### config.mk
export PLATFORM = sky130hd
export DESIGN_NAME = int_to_float_conv
export DESIGN_NICKNAME = d
export VERILOG_FILES = /design/src/rtl/int_to_float_conv_pkg.sv /design/src/rtl/int_to_float_conv_fp_round_inc.sv /design/src/rtl/int_to_float_conv.sv
export SDC_FILE = /design/constraint.sdc
export NUM_CORES = 1
export LEC_CHECK = 0
export BUFFER_PORTS_ARGS = -buffer_cell sky130_fd_sc_hd__buf_2
export CAP_MARGIN = 10
export CORE_UTILIZATION = 25
export CTS_CLUSTER_DIAMETER = 150
export DETAILED_ROUTE_END_ITERATION = 12
export SLEW_MARGIN = 25
export SYNTH_ARGS = -nofsm -noshare
export SYNTH_HDL_FRONTEND = slang
export SYNTH_SLANG_ARGS = --single-unit
### constraint.sdc
create_clock -name clk -period 7.6 [get_ports clk]
set_clock_uncertainty 0.2 [all_clocks]
set_input_delay 1.14 -clock clk [delete_from_list [all_inputs] [get_ports clk]]
set_output_delay 1.14 -clock clk [all_outputs]
set_load 0.01 [all_outputs]
### src/rtl/int_to_float_conv_pkg.sv
`default_nettype none
// ============================================================================
// Module      : int_to_float_conv_pkg
// Description : Shared single-precision FP constants: rounding modes, binary32
//               field widths, exponent bias and converter state encoding.
// Revision    : 1.0 - initial release
// ============================================================================
package int_to_float_conv_pkg;

  // RISC-V static rounding modes
  localparam logic [2:0] RM_RNE = 3'b000;
  localparam logic [2:0] RM_RTZ = 3'b001;
  localparam logic [2:0] RM_RDN = 3'b010;
  localparam logic [2:0] RM_RUP = 3'b011;
  localparam logic [2:0] RM_RMM = 3'b100;

  // binary32 field widths
  localparam int FP_EXP_W  = 8;
  localparam int FP_MANT_W = 23;
  localparam int BIAS      = 127;

  // Exponent of a value whose leading one sits at bit 31 of the magnitude
  localparam logic [FP_EXP_W-1:0] EXP_INIT = 8'(BIAS + 31);

  // Converter state encoding
  localparam logic [1:0] ST_IDLE  = 2'd0;
  localparam logic [1:0] ST_NORM  = 2'd1;
  localparam logic [1:0] ST_ROUND = 2'd2;
  localparam logic [1:0] ST_DONE  = 2'd3;

endpackage
`default_nettype wire

### src/rtl/int_to_float_conv_fp_round_inc.sv
`default_nettype none
// ============================================================================
// Module      : fp_round_inc
// Description : Combinational round-increment decision from rounding mode,
//               result sign, LSB, guard and sticky bits.
// Revision    : 1.0 - initial release
// ============================================================================
module fp_round_inc
  import int_to_float_conv_pkg::*;
(
  input  logic [2:0] rm,
  input  logic       sign,
  input  logic       lsb,
  input  logic       g,
  input  logic       s,
  output logic       inc
);

  // Select the increment rule; reserved encodings fall back to RNE
  always_comb begin
    inc = 1'b0;
    case (rm)
      RM_RTZ:  inc = 1'b0;
      RM_RDN:  inc = sign & (g | s);
      RM_RUP:  inc = ~sign & (g | s);
      RM_RMM:  inc = g;
      default: inc = g & (s | lsb);
    endcase
  end

endmodule
`default_nettype wire

### src/rtl/int_to_float_conv.sv
`default_nettype none
// ============================================================================
// Module      : int_to_float_conv
// Description : Multi-cycle 32-bit integer to binary32 converter
//               (FCVT.S.W / FCVT.S.WU) with iterative normalisation and
//               valid/ready handshakes on both sides.
// Revision    : 1.0 - initial release
// ============================================================================
module int_to_float_conv
  import int_to_float_conv_pkg::*;
#(
  parameter bit FAST_NORM = 1'b1
)
(
  input  logic        clk,
  input  logic        rst_n,
  input  logic        in_valid,
  output logic        in_ready,
  input  logic [31:0] int_in,
  input  logic        is_unsigned,
  input  logic [2:0]  rm,
  output logic        out_valid,
  input  logic        out_ready,
  output logic [31:0] float_out,
  output logic        flag_nx
);

  logic [1:0]  r_state;
  logic [31:0] r_mag;
  logic [7:0]  r_exp;
  logic        r_sign;
  logic [2:0]  r_rm;
  logic [31:0] r_float;
  logic        r_nx;

  logic        w_accept;
  logic        w_in_sign;
  logic [31:0] w_in_mag;
  logic        w_fast_step;
  logic        w_inc;
  logic [23:0] w_mant_sum;
  logic        w_carry;
  logic [22:0] w_mant_rnd;
  logic [7:0]  w_exp_rnd;

  assign in_ready  = (r_state == ST_IDLE);
  assign out_valid = (r_state == ST_DONE);
  assign float_out = r_float;
  assign flag_nx   = r_nx;

  assign w_accept  = in_valid & in_ready;
  assign w_in_sign = ~is_unsigned & int_in[31];
  // Two's complement negation; 0x80000000 maps onto itself, which is the
  // correct unsigned magnitude of INT_MIN
  assign w_in_mag  = w_in_sign ? (~int_in + 32'd1) : int_in;

  assign w_fast_step = FAST_NORM && (r_mag[31:28] == 4'b0000);

  fp_round_inc u_round_inc (
    .rm   (r_rm),
    .sign (r_sign),
    .lsb  (r_mag[8]),
    .g    (r_mag[7]),
    .s    (|r_mag[6:0]),
    .inc  (w_inc)
  );

  // Mantissa increment; a carry out means the mantissa wrapped to zero and
  // the exponent moves up by one (at most 159, so never overflows)
  assign w_mant_sum = {1'b0, r_mag[30:8]} + {23'd0, w_inc};
  assign w_carry    = w_mant_sum[23];
  assign w_mant_rnd = w_carry ? 23'd0 : w_mant_sum[22:0];
  assign w_exp_rnd  = r_exp + {7'd0, w_carry};

  // Conversion state machine and datapath registers
  always_ff @(posedge clk or negedge rst_n) begin
    if (!rst_n) begin
      r_state <= ST_IDLE;
      r_mag   <= 32'd0;
      r_exp   <= 8'd0;
      r_sign  <= 1'b0;
      r_rm    <= 3'd0;
      r_float <= 32'd0;
      r_nx    <= 1'b0;
    end else begin
      case (r_state)
        ST_IDLE: begin
          if (w_accept) begin
            r_rm   <= rm;
            r_sign <= w_in_sign;
            r_mag  <= w_in_mag;
            r_exp  <= EXP_INIT;
            if (w_in_mag == 32'd0) begin
              r_float <= 32'd0;
              r_nx    <= 1'b0;
              r_state <= ST_DONE;
            end else begin
              r_state <= ST_NORM;
            end
          end
        end
        ST_NORM: begin
          if (r_mag[31]) begin
            r_state <= ST_ROUND;
          end else if (w_fast_step) begin
            r_mag <= r_mag << 4;
            r_exp <= r_exp - 8'd4;
          end else begin
            r_mag <= r_mag << 1;
            r_exp <= r_exp - 8'd1;
          end
        end
        ST_ROUND: begin
          r_float <= {r_sign, w_exp_rnd, w_mant_rnd};
          r_nx    <= r_mag[7] | (|r_mag[6:0]);
          r_state <= ST_DONE;
        end
        ST_DONE: begin
          if (out_ready) begin
            r_state <= ST_IDLE;
          end
        end
        default: r_state <= ST_IDLE;
      endcase
    end
  end

endmodule
`default_nettype wire

### After elaboration in Yosys (flattened, before gate mapping)

Cells that the tools add are included.

* $add $sub $neg: 5
* equality and inequality tests: 12
* multiplexer cells: 22
* bitwise operators: 10
* reductions and logical operators: 11

Operator list (number)
* $mux 32: 6
* $pmux 32 s2: 2
* $add 32x1->32 const B: 1
* $logic_not 32->1: 1
* $not 32->32: 1
* $add 23x1->24: 1
* $mux 8: 3
* $mux 23: 1
* $pmux 8 s2: 1
* $reduce_and 3->1: 3
* $add 8x1->8: 1
* $mux 2: 4
* $pmux 2 s4: 1
* $sub 8x1->8 const B: 1
* $sub 8x3->8 const B: 1
* $reduce_or 7->1: 1
* $eq 3x2->1 const B: 2
* $ne 2x1->1 const B: 3
* $and 1x1->1: 5
* $eq 2x2->1 const B: 2
* $logic_not 4->1: 1
* $ne 2x2->1 const B: 2
* $pmux 1 s4: 1
* $reduce_and 2->1: 2
* other kinds (9): 13

* register bits: 79
* output and inout bits: 35
* logic and storage cells: 68

### Longest topological paths before layout

* depth in word-level cells: 7
* mapped depth: 17

### Hierarchy

Synthesis repeated with hierarchy kept, for this count alone.

* cell total of the unflattened synthesis: 600
* area, all modules: 5724.2 um^2

Modules (own cells, without submodules)
* int_to_float_conv: times used 1, cells an instance 593, area each 5669.2 um^2
* fp_round_inc: times used 1, cells an instance 7, area each 55.1 um^2

### Worst setup path before layout

Ideal clock, no wire load.

* kind: in2reg
* start point: input port int_in[4]
* end point: register r_nx (netlist: flag_nx)
* library setup time: 122 ps
* arrival: 4339 ps
* data required time: 7278 ps
* setup slack: 2940 ps
* cell stages on the path: 11
* buffers on the path: 3
* cells stage by stage: buf_6 or4_4 nor3_2 nor2_1 xnor2_1 or4_1 or4_4 or4b_1 buf_2 buf_6 a32o_1

* cells in the longest elaborated chain, start to end: 6

Ends and longest elaborated chain
* start, declared: RTL line int_to_float_conv.sv:19 `input logic [31:0] int_in,`
* $not 32->32: RTL line int_to_float_conv.sv:55 `assign w_in_mag = w_in_sign ? (~int_in + 32'd1) : int_in;`
* $add 32x1->32: RTL line int_to_float_conv.sv:55
* $mux 32 (*): RTL line int_to_float_conv.sv:55
* $logic_not 32->1 (*): RTL line int_to_float_conv.sv:93 `if (w_in_mag == 32'd0) begin`
* $ne 2x1->1 (no source line) (*)
* $reduce_and 3->1 (no source line) (*)
* end signal, assigned: RTL line int_to_float_conv.sv:115 `r_nx <= r_mag[7] | (|r_mag[6:0]);`
* end, declared: RTL line int_to_float_conv.sv:34 `logic r_nx;`

Mark *: on every way between the ends. The rest lies on a longest branch, timed or not.
A chain may end at the register's enable or synchronous reset.

### Worst setup path in the final report

* start point: input port int_in[3]
* end point: register r_float[18] (netlist: float_out[18])

* cells in the longest elaborated chain, start to end: 6

Ends and longest elaborated chain
* $not 32->32: RTL line int_to_float_conv.sv:55
* $add 32x1->32: RTL line int_to_float_conv.sv:55
* $mux 32 (*): RTL line int_to_float_conv.sv:55
* $logic_not 32->1 (*): RTL line int_to_float_conv.sv:93
* $ne 2x1->1 (no source line) (*)
* $reduce_and 3->1 (no source line) (*)
* end signal, assigned: RTL line int_to_float_conv.sv:114 `r_float <= {r_sign, w_exp_rnd, w_mant_rnd};`
* end, declared: RTL line int_to_float_conv.sv:33 `logic [31:0] r_float;`

Marked as above.

==> qor.csv <==
metric,value,unit
post-synth top area cell,dfrtp_1,
synth cell count leaders,"79 x dfrtp_1, 49 x nor2_1, 46 x nand2_1",
Die W,152,um
Clock Path Buffers,2,
Pwr per Cell Area,374,nW/um^2
first-pass GRT wire length,26200,um
die area,23200,um^2
RD Place Congestion,0.888,
Worst R2R End,float_out[29]$_DFFE_PN0P_,
Max VDD drop,0.157,mV
Int Power,1370,uW
largest net degree at the start of global routing,80,
reg2reg path depth,16,
Sw Ratio,43.7,%
hold crit path type,reg -> reg,
DR iter-0 viols,387,
RSZ-0062 raised after global routing,false,
DR DRC count,8,
YS warnings,0,
Crit path max-delay family,simple AND/OR/NAND/NOR gates,
clk_lat worst skew,0.33,ns
DP HPWL,11800,um
post-cts sizing count,0,
Ant. Diodes,0,
Worst EP required,7.61,ns
post-route cell area,6510,um^2
total core area,22000,um^2
Post-CTS Setup Bufs,0,
Final Power,2430,uW
power share of the sequential group,35.1,%
"Seq/Total Area, Yosys",34.9,%
status,"finished, violations left",
drt pass-1 iters,9,
Yosys reg bits,79,
nets,731,
post-route setup TNS,0,ns
"count leader, synth",dfrtp_1,
"Slowest-stage cell, CP",or4b_2,
highest clock rate,192,MHz
Async SR Flop Fraction,100,%
DR vias,5141,
clock slew at reported path FFs,0.06,ns
Boundary Pins,75,
worst slew pin tran,1.03,ns
vias per cell,5.34,
Net Switching,1060,uW
hold path depth,1,
Final Hold Fails,0,
Hold Startpoint,float_out[21]$_DFFE_PN0P_,
vias in the first global route,4689,
CTS root buffer,clkbuf_16,
Buf/Inv on CP,1,
share of cells above drive strength 1,16.7,%
Slew HR,31.1,%
fin. max-slew vios,0,
worst flop-to-flop path startpoint,r_rm[1]$_DFFE_PN0P_,
syn avg cell area,8.84,um^2
P_leak,0.00254,uW
Comb power frac,48.5,%
Total GRT Usage,14.0,%
Overflow after GRT,0,
Area growth syn-to-layout,15.0,%
Cells after DPL,947,
critical path class,in -> reg,
ranking of synthesized cells by area,"dfrtp_1 35%, xnor2_1 6.0%, a32o_1 5.8%",
H-tree level count,3,
Setup Viol. Count Final,0,
"Endpoint, Worst Hold",float_out[21]$_DFFE_PN0P_,
Mapped Cells,640,
initial antenna violation count,0,
Mapped Area,5660,um^2
critical path capture point type,flip-flop,
ys flop type,dfrtp_1,
DR WL/cell,16.8,um
most used cell along the critical path,nor4_1,
CTS tree,yes,
worst-path cell chain,buf_2 > nor4_1 > nand4_1 > nor4_1 > mux2_2 > a221oi_1 > o211ai_1 > or4b_2 > a32o_1,
share of the synthesized area in the top cell type,34.9,%
flop2flop setup slack,3.23,ns
failing checks,DRC,
Detail Route Antenna Nets,0,
Placed Area,6230,um^2
maxcap violations,0,
CP Max Fanout,33,
hold_buf cts,0,
total CTS buffers,9,
fin crit period,5.21,ns
Clock Power Share,16.4,%
clk sinks,79,
Die Ht,152,um
floorplan row count,54,
synthesized net count,693,
post-route insts no fill,963,
fillers,2379,
initial core utilization,25.7,%
fin crit share,68.5,%
max incr delay on CP,1.07,ns
CP arrival,5.22,ns
Detailed Route WL,16100,um
Post-synth EDFFs,0,
CP Launch Type,input port,
distinct cell type count after synthesis,62,
port buffer count,74,
## how the worst max path moves through the flow
stage | startpoint | to | slack, ns | cells past startpoint
final | int_in[3] | float_out[18]$_DFFE_PN0P_ | 2.39 | 9
after global routing | int_in[3] | flag_nx$_DFFE_PN0P_ | 2.21 | 9
after CTS | int_in[3] | float_out[23]$_DFFE_PN0P_ | 2.43 | 9
after detailed placement | int_in[3] | float_out[23]$_DFFE_PN0P_ | 2.08 | 9
after global placement | int_in[3] | float_out[25]$_DFFE_PN0P_ | 2.07 | 9
after floorplan | int_in[4] | flag_nx$_DFFE_PN0P_ | 2.94 | 11
## kinds of logic after synthesis
| kind of cell | synth area share (%) |
|---|---|
| compound gates | 23.5 |
| xor+xnor | 9.60 |
| buf+inv | 5.93 |
| flops | 34.9 |
| mux | 5.75 |
| fa+ha+maj | 2.87 |
| simple gates | 17.4 |
## layout make-up
type / count / area, um^2 / area share [%]
Sequential cell: 79 / 1980 / 30.4
Clock inverter: 5 / 33.8 / 0.519
Inverter: 26 / 97.6 / 1.50
Timing Repair Buffer: 81 / 429 / 6.60
Multi-Input combinational cell: 481 / 3380 / 51.9
Clock buffer: 11 / 243 / 3.73
Tap cell: 280 / 350 / 5.38
## layout by cell type (no fill, tap or decap), types with 20 or more instances in the layout
| master | count |
|---|---|
| mux2i_1 | 28 |
| a32o_1 | 33 |
| a21oi_1 | 21 |
| buf_2 | 73 |
| nor2_1 | 49 |
| xnor2_1 | 39 |
| nor3_1 | 20 |
| o21ai_0 | 38 |
| xor2_1 | 23 |
| inv_1 | 26 |
| dfrtp_1 | 79 |
| nand2_1 | 46 |
## power groups by stage
stage                     sequential, uW  combinational [uW]  clock (uW)
after floorplan                      794                 874           0
after global placement               850                1170           0
after detailed placement             854                1180           0
after CTS                            847                1190         408
after global routing                 882                1310         430
final                                853                1180         399
## state kept, by name (all words and copies together) (netlist names)
register and cells:
r_exp 8, flag_nx 1, r_state 2, float_out 32, r_rm 3, r_sign 1
r_mag 32
## metal layers
metal  track usage (%)  vias to the layer above  share of wire [%]
met1              22.8                     2477                 52
met2              18.4                      199                 39
met4              3.70                        0                1.0
met3              2.28                       12                7.2
li1                  -                     2453                  -
met5                 0                        -                  0
## stage by stage
| stage | utilization [%] | hold slack [ns] | setup slack [ns] |
|---|---|---|---|
| after floorplan | - | 0.291 | 2.94 |
| after global placement | 28.3 | 0.301 | 2.07 |
| after detailed placement | 28.3 | 0.306 | 2.08 |
| after CTS | 29.5 | 0.320 | 2.43 |
| after global routing | 29.5 | 0.337 | 2.21 |
| final | 29.5 | 0.314 | 2.39 |
(Power assumes the default switching activity.)
